<file path="src/rtl/dmem_bridge.sv">
// dmem_bridge: CPU data port to req/gnt/rvalid memory bridge with stall, error and timeout handling.
// Define DMEM_BRIDGE_MMIO_EN to decode 0xFFFFxxxx locally (GPIO register and cycle counter).
module dmem_bridge #(
   parameter int TIMEOUT = 255,
   parameter int TO_W    = 8
) (
   input  logic        clk,
   input  logic        reset,
   input  logic [31:0] cpu_addr,
   input  logic [31:0] cpu_wdata,
   input  logic        cpu_rd,
   input  logic        cpu_wr,
   output logic [31:0] cpu_rdata,
   output logic        cpu_stall,
   output logic        mem_req,
   output logic        mem_we,
   output logic [29:0] mem_addr,
   output logic [31:0] mem_wdata,
   input  logic        mem_gnt,
   input  logic        mem_rvalid,
   input  logic [31:0] mem_rdata,
   output logic [31:0] gpio_out,
   output logic        err
);
   typedef enum logic [1:0] {IDLE, REQ, WAIT, DONE} state_t;
   state_t r_state, w_next;
   logic r_req, r_we, r_err;
   logic [29:0] r_addr;
   logic [31:0] r_wdata, r_rdata;
   logic [TO_W-1:0] r_cnt;
   logic w_acc, w_mis, w_bad, w_mmio, w_busy, w_ok, w_rcap, w_to;
   assign w_acc  = cpu_rd | cpu_wr;
   assign w_mis  = cpu_addr[1:0] != 2'b00;
   assign w_bad  = w_mis | (cpu_rd & cpu_wr);
   assign w_busy = (r_state == REQ) | (r_state == WAIT);
   assign w_rcap = mem_rvalid & ((r_state == WAIT) | ((r_state == REQ) & mem_gnt & ~r_we));
   assign w_ok   = w_rcap | ((r_state == REQ) & mem_gnt & r_we);
   // Abort on the 255th busy cycle unless the access completes in that same cycle
   assign w_to   = w_busy & ~w_ok & (r_cnt == TO_W'(TIMEOUT - 1));
`ifdef DMEM_BRIDGE_MMIO_EN
   logic [31:0] r_gpio, r_cyc;
   assign w_mmio   = cpu_addr[31:16] == 16'hFFFF;
   assign gpio_out = r_gpio;
`else
   assign w_mmio   = 1'b0;
   assign gpio_out = 32'd0;
`endif
   assign cpu_stall = w_acc & (r_state != DONE);
   assign cpu_rdata = r_rdata;
   assign mem_req   = r_req;
   assign mem_we    = r_we;
   assign mem_addr  = r_addr;
   assign mem_wdata = r_wdata;
   assign err       = r_err;
   always_ff @(posedge clk or negedge reset)
      if (!reset) r_state <= IDLE;
      else r_state <= w_next;
   always_comb begin
      w_next = r_state;
      case (r_state)
         IDLE:    w_next = !w_acc ? IDLE : (w_bad | w_mmio) ? DONE : REQ;
         REQ:     w_next = (w_ok | w_to) ? DONE : mem_gnt ? WAIT : REQ;
         WAIT:    w_next = (w_ok | w_to) ? DONE : WAIT;
         default: w_next = IDLE;
      endcase
   end
   always_ff @(posedge clk or negedge reset)
      if (!reset) begin
         r_req   <= 1'b0;
         r_we    <= 1'b0;
         r_addr  <= '0;
         r_wdata <= '0;
         r_rdata <= '0;
         r_err   <= 1'b0;
         r_cnt   <= '0;
      end else begin
         if (r_state == IDLE && w_acc) begin
            if (w_bad) begin
               r_err <= 1'b1;
               if (w_mis) r_rdata <= 32'd0;
            end else if (!w_mmio) begin
               r_req   <= 1'b1;
               r_we    <= cpu_wr;
               r_addr  <= cpu_addr[31:2];
               r_wdata <= cpu_wdata;
               r_cnt   <= '0;
            end
         end
         if (w_busy) begin
            r_cnt <= r_cnt + 1'b1;
            if (w_rcap) r_rdata <= mem_rdata;
            if (w_to) begin
               r_err   <= 1'b1;
               r_rdata <= 32'hDEADBEEF;
            end
            if (w_next != r_state) begin
               r_req <= 1'b0;
               r_we  <= 1'b0;
            end
         end
`ifdef DMEM_BRIDGE_MMIO_EN
         if (r_state == IDLE && w_acc && !w_bad && w_mmio && cpu_rd)
            r_rdata <= (cpu_addr[15:0] == 16'h0000) ? r_gpio :
                       (cpu_addr[15:0] == 16'h0004) ? r_cyc : 32'd0;
`endif
      end
`ifdef DMEM_BRIDGE_MMIO_EN
   always_ff @(posedge clk or negedge reset)
      if (!reset) begin
         r_gpio <= '0;
         r_cyc  <= '0;
      end else begin
         r_cyc <= r_cyc + 1'b1;
         if (r_state == IDLE && cpu_wr && !w_bad && w_mmio && cpu_addr[15:0] == 16'h0000) r_gpio <= cpu_wdata;
      end
`endif
endmodule
</file>
<file path="config.mk">
export PLATFORM = sky130hd
export DESIGN_NAME = dmem_bridge
export DESIGN_NICKNAME = d
export VERILOG_FILES = /design/src/rtl/dmem_bridge.sv
export SDC_FILE = /design/constraint.sdc
export NUM_CORES = 1
export LEC_CHECK = 0
export ABC_AREA = 1
export ABC_CLOCK_PERIOD_IN_PS = 3950
export CAP_MARGIN = 40
export CORE_MARGIN = 4
export CORE_UTILIZATION = 45
export CTS_BUF_LIST = sky130_fd_sc_hd__clkbuf_4
export DETAILED_ROUTE_END_ITERATION = 8
export PLACE_DENSITY = 0.89
export SETUP_SLACK_MARGIN = 0.2
export SLEW_MARGIN = 40
export SYNTH_ARGS = -nofsm -noshare
export SYNTH_HDL_FRONTEND = slang
export SYNTH_SLANG_ARGS = --single-unit
</file>
<file path="constraint.sdc">
create_clock -name clk -period 3.95 [get_ports clk]
set_input_delay 0.9875 -clock clk [delete_from_list [all_inputs] [get_ports clk]]
set_output_delay 0.9875 -clock clk [all_outputs]
set_load 0.02 [all_outputs]
</file>
==> out/summary.txt <==
vias in the first global route: 3848
crit path capture type: output port
H-tree Lvls: 3
startpoint types: input pin
mux share of post-synthesis cell area: 0%
Antenna Violating Nets Remaining: 0
global-route wire length before repair: 18.3 mm
final period utilization: 85.0%
commonest non-fill, non-tap cell in the layout: nand2_1
largest net degree at the start of global routing: 67
GR Util All Layers: 19.2%
Hold-fix buffers, CTS: 0
Worst slew margin: 57.3%
nets@finish: 786
Clock Skew: 0.0246 ns
Netlist cell types: 30
Yosys top cell area share: 58.1%
synth warn: 0
CP max stage delay: 0.63 ns
Worst Hold Class: reg2reg
worst setup path category: in2out
post-synthesis sequential area ratio: 58.1%
Clock Sinks: 107
largest area contributor in the netlist: dfrtp_1
Simple-Gate Fraction of Synth Area: 21.1%
Setup-failing EPs final: 0
clock root cell: clkbuf_4
power density over the cells: 775 nW/um^2
cts repair resizes: 0
Post-synth EDFFs: 0
RSZ-0062 raised after global routing: false
CTS tree: done
Arr. time, crit path: 2.37 ns
CP most frequent cell: clkdlybuf4s50_1
die area: 11900 sq um
DR pass1 iterations: 5
Synth Register Bits: 107
total number of vias: 3844
compound-cell area share of the yosys netlist: 8.96%
layout cells sized above 1: 6.16%
outcome: finished clean
die height: 109 microns
postcts setup bufs: 0
Starting DRT DRC Count: 269
Syn Area/Cell: 9.51 sq um
CORE AREA: 9860 sq um
area grow syn2layout: 45.8%
largest family of logic cells by synthesized area: simple AND/OR/NAND/NOR gates
max-slew violations: 0
Max-Cap Viols: 0
largest cells by area after synthesis: dfrtp_1 (58%), nand2_1 (17%), a221o_1 (5.2%), buf_4 (5.2%), ha_1 (1.9%)
gp weighted congestion: 0.812
worst slew pin tran: 0.640 ns
xor/xnor share of the synthesized area: 0.380%
Max Freq: 298 MHz
PortBufs: 199
remaining routing DRC violations: 0
DR WL/cell: 14.5 microns
initial core utilization: 46.7%
share of synthesized registers carrying an async set or reset: 100%
Clk pin slew, worst setup/hold paths: 0.16 ns
DP HPWL: 8.71 mm
fin crit period: 3.36 ns
initial antenna violation count: 0
Syn Std Cell Area: 4610 sq um
WL final: 11.8 mm
vias per inst: 4.72
Setup TNS: 0 ns
Cells after Synth: 485
peak supply drop: 0.438 mV
CP Cell Sequence: clkdlybuf4s50_1 -> inv_1 -> a21oi_1 -> clkdlybuf4s50_1
number of I/O pins: 232
Critical-path top delay cell: clkdlybuf4s50_1
fraction of the mapped netlist area in adder cells: 1.90%
Max clock buf depth: 2
ys flop type: dfrtp_1
die width: 109 microns
worst-skew pair later-pin latency: 0.44 ns
final total power: 5210 uW
Crit Path Max Fanout: 2
Worst Path Required: 2.96 ns
grt total ovfl: 0
Leakage: 0.00326 uW
FP Rows: 36
commonest non-fill, non-tap cells in the layout: nand2_1 (212), clkdlybuf4s50_1 (198), dfrtp_1 (107)
TritonCTS buffer count: 9
Fin. Hold Viols: 0
# diodes: 0
## registers in the layout (all words and copies together) (netlist names)
signal and flops:
mem_addr 30, err 1, mem_we 1, mem_req 1, r_state 2, r_cnt 8
mem_wdata 32, cpu_rdata 32
## kinds of logic after synthesis
logic type                 after synthesis
and+or+nand+nor                        244
DFF                                    107
buffers and inverters                   73
AOI/OAI and AO/OA                       51
adders and majority gates                7
xor gates and xnor gates                 2
other                                    1
## cell usage after synthesis (all sizes together), types with 3 or more instances
library cell / instances
a21oi: 6
a221o: 24
a22oi: 8
buf: 49
clkbuf: 6
dfrtp: 107
ha: 7
inv: 18
nand2: 215
nand3: 7
nor2: 18
o21ai: 9
o22ai: 3
## worst paths after layout
check                        startpoint            end  slack, ns  depth (start not counted)
max reg2reg                  r_state[1]         mem_we       1.85                         12
min reg2reg                mem_addr[27]   mem_addr[27]       0.49                          2
min in group asynchronous         reset  cpu_rdata[30]       0.52                          1
max                              cpu_rd      cpu_stall       0.59                          4
min                        mem_addr[27]   mem_addr[27]       0.49                          2
max in group asynchronous         reset   mem_addr[26]       2.57                          2
## per-stage QoR
stage	utilization (%)	cells	area [sq um]	hold slack [ns]	setup slack, ns
2_1_floorplan	-	516	4730	0.440	1.58
3_3_place_gp	66.5	799	6560	0.453	0.634
3_5_place_dp	66.5	799	6560	0.455	0.577
4_1_cts	68.2	815	6720	0.494	0.568
5_1_grt	68.2	815	6720	0.511	0.500
6_report	68.2	815	6720	0.488	0.594
## power by group
part	switching, uW	internal [uW]
clock	384	212
combinational	1470	1240
sequential	306	1600
total	2160	3050
## routing by layer
layer / wire [microns] / track usage, % / vias to the layer above / share of wire (%)
met5: 0 / 0 / - / 0
met4: 91 / 4.19 / 0 / 0.77
met3: 1020 / 6.51 / 10 / 8.6
met2: 5770 / 32.0 / 162 / 49
met1: 4950 / 24.5 / 1796 / 42
li1: - / - / 1876 / -
## area by class of cell
type,instances,area (sq um)
Clock buffer,9,67.6
Clock inverter,7,95.1
Fill cell,712,3140
Inverter,18,67.6
Multi-Input combinational cell,336,1610
Sequential cell,107,2680
Tap cell,133,166
Timing Repair Buffer,205,2030
## critical path, delay by kind of cell
family	cells	cell delay, ns
buffers and inverters	3	1.20
AOI/OAI and AO/OA	1	0.17
Power figures use the tool's default switching activity.
